<file path="config.mk">
export PLATFORM = sky130hd
export DESIGN_NAME = fcmp_pipe
export DESIGN_NICKNAME = d
export VERILOG_FILES = /design/src/rtl/fcmp_pipe.sv
export SDC_FILE = /design/constraint.sdc
export NUM_CORES = 1
export LEC_CHECK = 0
export BUFFER_PORTS_ARGS = -buffer_cell sky130_fd_sc_hd__buf_4
export CORE_MARGIN = 5
export CORE_UTILIZATION = 45
export DETAILED_ROUTE_END_ITERATION = 16
export PLACE_DENSITY_LB_ADDON = 0.25
export REMOVE_ABC_BUFFERS = 1
export SLEW_MARGIN = 0
export SYNTH_ARGS = -nofsm -noshare
export SYNTH_HDL_FRONTEND = slang
export SYNTH_SLANG_ARGS = --single-unit
</file>
<file path="constraint.sdc">
create_clock -name clk -period 5.05 [get_ports clk]
set_input_delay 0.505 -clock clk [delete_from_list [all_inputs] [get_ports clk]]
set_output_delay 0.505 -clock clk [all_outputs]
set_load 0.05 [all_outputs]
</file>
<file path="src/rtl/fcmp_pipe.sv">
// fcmp_pipe: two-stage single-precision compare/select unit (feq/flt/fle/fmin/fmax).
// Operands are mapped to an unsigned ordering key in stage 1. The result is computed
// and registered in stage 2. Valid/ready handshake on both sides, with bubble collapse.
// Optional NaN handling is enabled by defining FCMP_NAN_EN. In the default build,
// NaNs are ordered by key like any other pattern and nan_o is tied low.
module fcmp_pipe #(
    parameter int TAG_W = 4
) (
    input  logic             clk,
    input  logic             rstn,
    input  logic             in_valid,
    output logic             in_ready,
    input  logic [2:0]       op,
    input  logic [31:0]      x1,
    input  logic [31:0]      x2,
    input  logic [TAG_W-1:0] tag_in,
    output logic             out_valid,
    input  logic             out_ready,
    output logic [31:0]      y,
    output logic [TAG_W-1:0] tag_out,
    output logic             nan_o
);

    localparam logic [2:0] OP_FEQ  = 3'b000;
    localparam logic [2:0] OP_FLT  = 3'b001;
    localparam logic [2:0] OP_FLE  = 3'b010;
    localparam logic [2:0] OP_FMIN = 3'b011;
    localparam logic [2:0] OP_FMAX = 3'b100;

    // Zero (any sign, denormals included) maps to the midpoint. Positives sit above it,
    // negatives sit below it with magnitude order reversed.
    function automatic logic [31:0] fkey(input logic [31:0] x);
        logic [31:0] k;
        if (x[30:23] == 8'd0)
            k = 32'h8000_0000;
        else if (!x[31])
            k = {1'b1, x[30:23], x[22:0]};
        else
            k = {1'b0, ~x[30:23], ~x[22:0]};
        return k;
    endfunction

    logic             v1, v2;
    logic             s2_load, s1_adv, in_xfer;
    logic [31:0]      key1, key2, a1, a2;
    logic [2:0]       op1;
    logic [TAG_W-1:0] tag1;
    logic [31:0]      res;

    assign s2_load   = !v2 || out_ready;
    assign s1_adv    = v1 && s2_load;
    assign in_ready  = !v1 || s1_adv;
    assign in_xfer   = in_valid && in_ready;
    assign out_valid = v2;

`ifdef FCMP_NAN_EN
    logic nan_a1, nan_b1;

    function automatic logic is_nan(input logic [31:0] x);
        return (x[30:23] == 8'hff) && (x[22:0] != 23'd0);
    endfunction

    // Stage 1 NaN flags: captured with the operands
    always_ff @(posedge clk) begin
        if (in_xfer) begin
            nan_a1 <= is_nan(x1);
            nan_b1 <= is_nan(x2);
        end
    end
`endif

    // Stage 1: capture keys, raw operands, op and tag on input transfer
    always_ff @(posedge clk) begin
        if (!rstn) begin
            v1 <= 1'b0;
        end else if (in_xfer) begin
            v1   <= 1'b1;
            key1 <= fkey(x1);
            key2 <= fkey(x2);
            a1   <= x1;
            a2   <= x2;
            op1  <= op;
            tag1 <= tag_in;
        end else if (s1_adv) begin
            v1 <= 1'b0;
        end
    end

    // Result function evaluated on stage-1 contents
    always_comb begin
        res = '0;
        case (op1)
            OP_FEQ:  res = {31'd0, key1 == key2};
            OP_FLT:  res = {31'd0, key1 <  key2};
            OP_FLE:  res = {31'd0, key1 <= key2};
            OP_FMIN: res = (key1 <= key2) ? a1 : a2;
            OP_FMAX: res = (key1 >= key2) ? a1 : a2;
            default: res = '0;
        endcase
`ifdef FCMP_NAN_EN
        if (nan_a1 || nan_b1) begin
            case (op1)
                OP_FEQ, OP_FLT, OP_FLE: res = '0;
                OP_FMIN, OP_FMAX: begin
                    if (nan_a1 && nan_b1) res = 32'h7fc0_0000;
                    else if (nan_a1)      res = a2;
                    else                  res = a1;
                end
                default: res = '0;
            endcase
        end
`endif
    end

    // Stage 2: result register; holds while the consumer stalls
    always_ff @(posedge clk) begin
        if (!rstn) begin
            v2      <= 1'b0;
            y       <= '0;
            tag_out <= '0;
        end else if (s1_adv) begin
            v2      <= 1'b1;
            y       <= res;
            tag_out <= tag1;
        end else if (out_ready) begin
            v2 <= 1'b0;
        end
    end

`ifdef FCMP_NAN_EN
    // Stage 2 NaN flag, aligned with y
    always_ff @(posedge clk) begin
        if (!rstn)
            nan_o <= 1'b0;
        else if (s1_adv)
            nan_o <= nan_a1 || nan_b1;
    end
`else
    assign nan_o = 1'b0;
`endif

endmodule

</file>
==> flow_results.org <==
** Run status
- Status :: finished clean

** Logic synthesis
- The top cell type by area accounts for ~55% of the synthesized area.
- In this run, synthesis produced a sequential element count of 173.
- For this run, the number of Yosys warnings is 0.
- The netlist uses 45 different library cells.
- Main flop type after synthesis :: edfxtp_1
- The cell count after synthesis came out at about 560.
- Cell area after synthesis :: 7410 um^2
- Synth async-reset ratio :: 0%
- Library cell occupying the most area in the post-synthesis netlist :: edfxtp_1
- Avg Inst Size Synth :: between 10 and 15 um^2
- Yosys mapped a number of flops with a built-in enable equal to 135.
- Post-synthesis sequential area ratio :: between 60% and 70%
- Cell types occupying the most area after synthesis :: edfxtp_1, dfxtp_1, xnor2_1

** Pwr
- Leakage power summed over all cells :: ~3.6 nW
- Clock power share :: about two fifths
- In this run the power density over the cells is ~350 nW/um^2.
- Sequential cells account for between 50% and 60% of the total power.
- Net switching is 24.0% of the power.
- For this design the total switching power over the nets is roughly 0.75 mW.
- Largest voltage drop on the vdd net :: 0.245 mV
- Total internal power :: roughly 2.4 mW
- Portion of total power attributed to combinational logic :: about a tenth

** Routing
- Detailed-route DRC error count :: 0
- The detailed router put a total of 7060 um of wire on met1.
- Met3 wirelength from detailed routing :: just under 700 um
- Top routing layer in use :: met4
- The final layout contains routed wiring with a total length of around 16000 um.
- Once detail routing completed, the nets flagged for antenna violations numbered 0.
- The routed layout has between 4000 and 5000 vias.
- Amount of wire on met2 after detailed routing :: between 7000 and 8000 um
- The first routing iteration left approximately 240 violations.
- Routed length per placed instance :: roughly 18 um
- The first TritonRoute pass finished after 4 iterations.
- In the routed layout, each cell is associated on average with a via count of between 5 and 6.

** Worst setup path
- By startpoint and endpoint, the worst setup path is classified as reg2reg.
- STA classifies the critical path startpoint as a flip-flop.
- STA classifies the critical path endpoint as a flip-flop.
- The largest single stage delay on the critical path is ~700 ps.
- Arrival time reported for the critical path endpoint :: roughly 3700 ps
- On the critical path, the stage with the largest delay is an instance of a221oi_4.
- STA puts the critical path data required time at about 5400 ps.
- Along the worst path, the maximum fanout reaches 18.
- Worst path cell trace :: ha_1, a21oi_1, o21ai_0, a221oi_1, o211ai_1, or2_1, a221oi_4, buf_4, a221o_1

** Global route
- Entering global routing, the biggest net connects 81 pins.
- Via count of the first global-routing pass :: 4798
- Global routing used 16.9% of the available tracks across all layers.
- Antenna violations before repair :: 0
- The first global-routing pass estimated about 26000 um of wire.
- Total overflow reported by the global router :: 0

** STA
- Worst clock skew on the final layout :: 10.0 ps
- Max-slew headroom at the worst pin :: between 20 and 30%
- Post-route minimum period :: between 3000 and 4000 ps
- Achievable frequency :: 299 MHz
- Final worst-path cycle share :: around 66%
- At the pin with the least slew margin, the transition time is 1070 ps.
- Hold timing on the final database bottoms out at a slack of around 260 ps.
- The number of slew-limit violations in the final report was 0.
- The number of hold violations in the final report is 0.
- Final setup fails :: 0
- Unrepaired setup endpoints after global routing :: no
- Post-Route Setup TNS :: 0 ps

** Floorplanning
- After floorplanning, the core was divided into 47 placement rows.
- The floorplan step set the die width to about 140 um.
- The die is around 140 um tall.
- Area of the core :: 16300 um^2
- Number of I/O pins :: approximately 110
- The floorplan step defined a die boundary enclosing 19100 um^2.
- The initial utilization of the core area, before any placement, comes to ~45%.

** Final layout
- Net total in the final layout :: just under 800
- Fraction of layout cells with a size suffix above 1 :: approximately a quarter
- Synth-to-layout area growth :: 21.2%
- Fill cells in the final layout number about 1400.
- The number of antenna diodes in the final layout is 0.
- Final instance area :: between 8000 and 9000 um^2

** Clock tree
- Clock insertion delay at the later pin of the skew report :: about 430 ps
- The number of hold buffers added after CTS was 0.
- Clk Tree Root Cell :: clkbuf_16
- Bufs on Longest Clock Path :: 2
- For this design, the sink count on the clock tree is 173.
- H-tree depth :: 4
- Clock buffer count from CTS :: 17
- Number of resized instances in the post-cts repair step :: 0
- TritonCTS built the clock tree.
- Post CTS Setup Buffer Count :: 0
- Clock-pin slew was measured on the worst setup and hold paths at around 70 ps.

** Job
- The tool flagged a number of max-cap violations equal to 0.

** Placed design
- Buffers placed on the I/O ports in this run total ~110.
- GP Congestion :: roughly 0.80
- Placement Cell Area :: between 8000 and 9000 um^2
- Final HPWL from detailed placement :: ~11000 um

** Hold path
- Kind of path behind the tightest hold check :: in2reg
through the flow:
stage	power, mW	util, %	setup slack [ps]	cells
floorplan	1.84	-	223	528
finish	3.13	54.9	1700	899
global placement	1.96	51.6	1810	867
global route	3.26	54.9	1410	899
CTS	3.16	54.9	1640	899
detailed placement	1.97	51.6	1650	867
critical path, delay by kind of cell, from the launching register on:
| kind | cells | cell delay (ps) |
|---|---|---|
| AO/OA/AOI/OAI | 6 | 1790 |
| buffers and inverters | 1 | 410 |
| flip-flops | 1 | 380 |
| AND/OR/NAND/NOR | 1 | 350 |
| adder cells (fa/ha/maj) | 1 | 340 |
sequential cells by signal, summed over array words and instances, names as in the netlist, 3 cells and up:
name / flops
y: 32
tag1: 4
a2: 32
a1: 32
key2: 32
key1: 32
op1: 3
tag_out: 4
synth_stat cells (2+ instances only):
cell      number
a21boi_0       5
a21oi_1       12
a221o_1       31
a31oi_1        2
and3_1        33
buf_1          5
buf_6          6
clkbuf_1      18
dfxtp_1       38
edfxtp_1     135
ha_1          32
inv_1         32
nand2_1       20
nand3_1        3
nand4_1        6
nor2_1        70
nor2b_1        4
nor3_1         2
nor4_1         3
o211ai_1       4
o21ai_0        8
or4_1          4
xnor2_1       63
logic make-up (layout without fill, tap and decap cells):
logic type	count (synthesis)	count (layout)	share of synthesized area [%]
DFF	173	173	65.0
muxes	1	1	0.135
and+or+nand+nor	151	151	9.81
AOI/OAI and AO/OA	75	75	8.34
other	1	1	0.0506
buffers and inverters	62	183	3.80
adders and majority gates	32	32	5.41
xor gates and xnor gates	63	63	7.45
layout make-up:
cell class              instances  area, um^2  share of cell area [%]
clock buffers                  18         429                    4.78
inverters                      32         120                    1.34
multi-input cells             323        2330                    26.0
flip-flops and latches        173        4810                    53.6
well taps                     220         275                    3.07
repair buffers                119         893                    9.95
clock inverters                14         110                    1.23
metal layers:
layer | vias up | track usage (%)
li1 | 2245 | -
met1 | 2259 | 22.2
met2 | 106 | 27.7
met5 | - | 0
met4 | 0 | 5.93
met3 | 18 | 4.11
cell usage in the layout, fill, tap and decap left out, drive strengths merged, types with 20 or more instances in the layout:
cell,synthesis,layout
inv,32,38
a221o,32,32
nand2,20,20
edfxtp,135,135
and3,33,33
buf,12,119
ha,32,32
nor2,70,70
dfxtp,38,38
xnor2,63,63
worst paths after layout:
check	startpoint	to	slack [ps]	cells after the start
worst min-delay path	tag_in[0]	tag1[0]$_DFFE_PP_	260	1
worst max register to register	key1[19]$_SDFFCE_PN0P_	y[10]$_SDFFE_PN0P_	1700	9
worst max-delay path	key1[19]$_SDFFCE_PN0P_	y[10]$_SDFFE_PN0P_	1700	9
worst min register to register	tag_out[1]$_SDFFE_PN0P_	tag_out[1]$_SDFFE_PN0P_	470	2
power groups by stage:
stage	Clock (mW)	Combinational, mW	Sequential [mW]
2_1_floorplan	0	0.143	1.69
3_3_place_gp	0	0.294	1.66
3_5_place_dp	0	0.301	1.67
4_1_cts	1.23	0.302	1.64
5_1_grt	1.29	0.332	1.64
6_report	1.20	0.297	1.63
No activity file was read; power rests on OpenSTA's default activity.
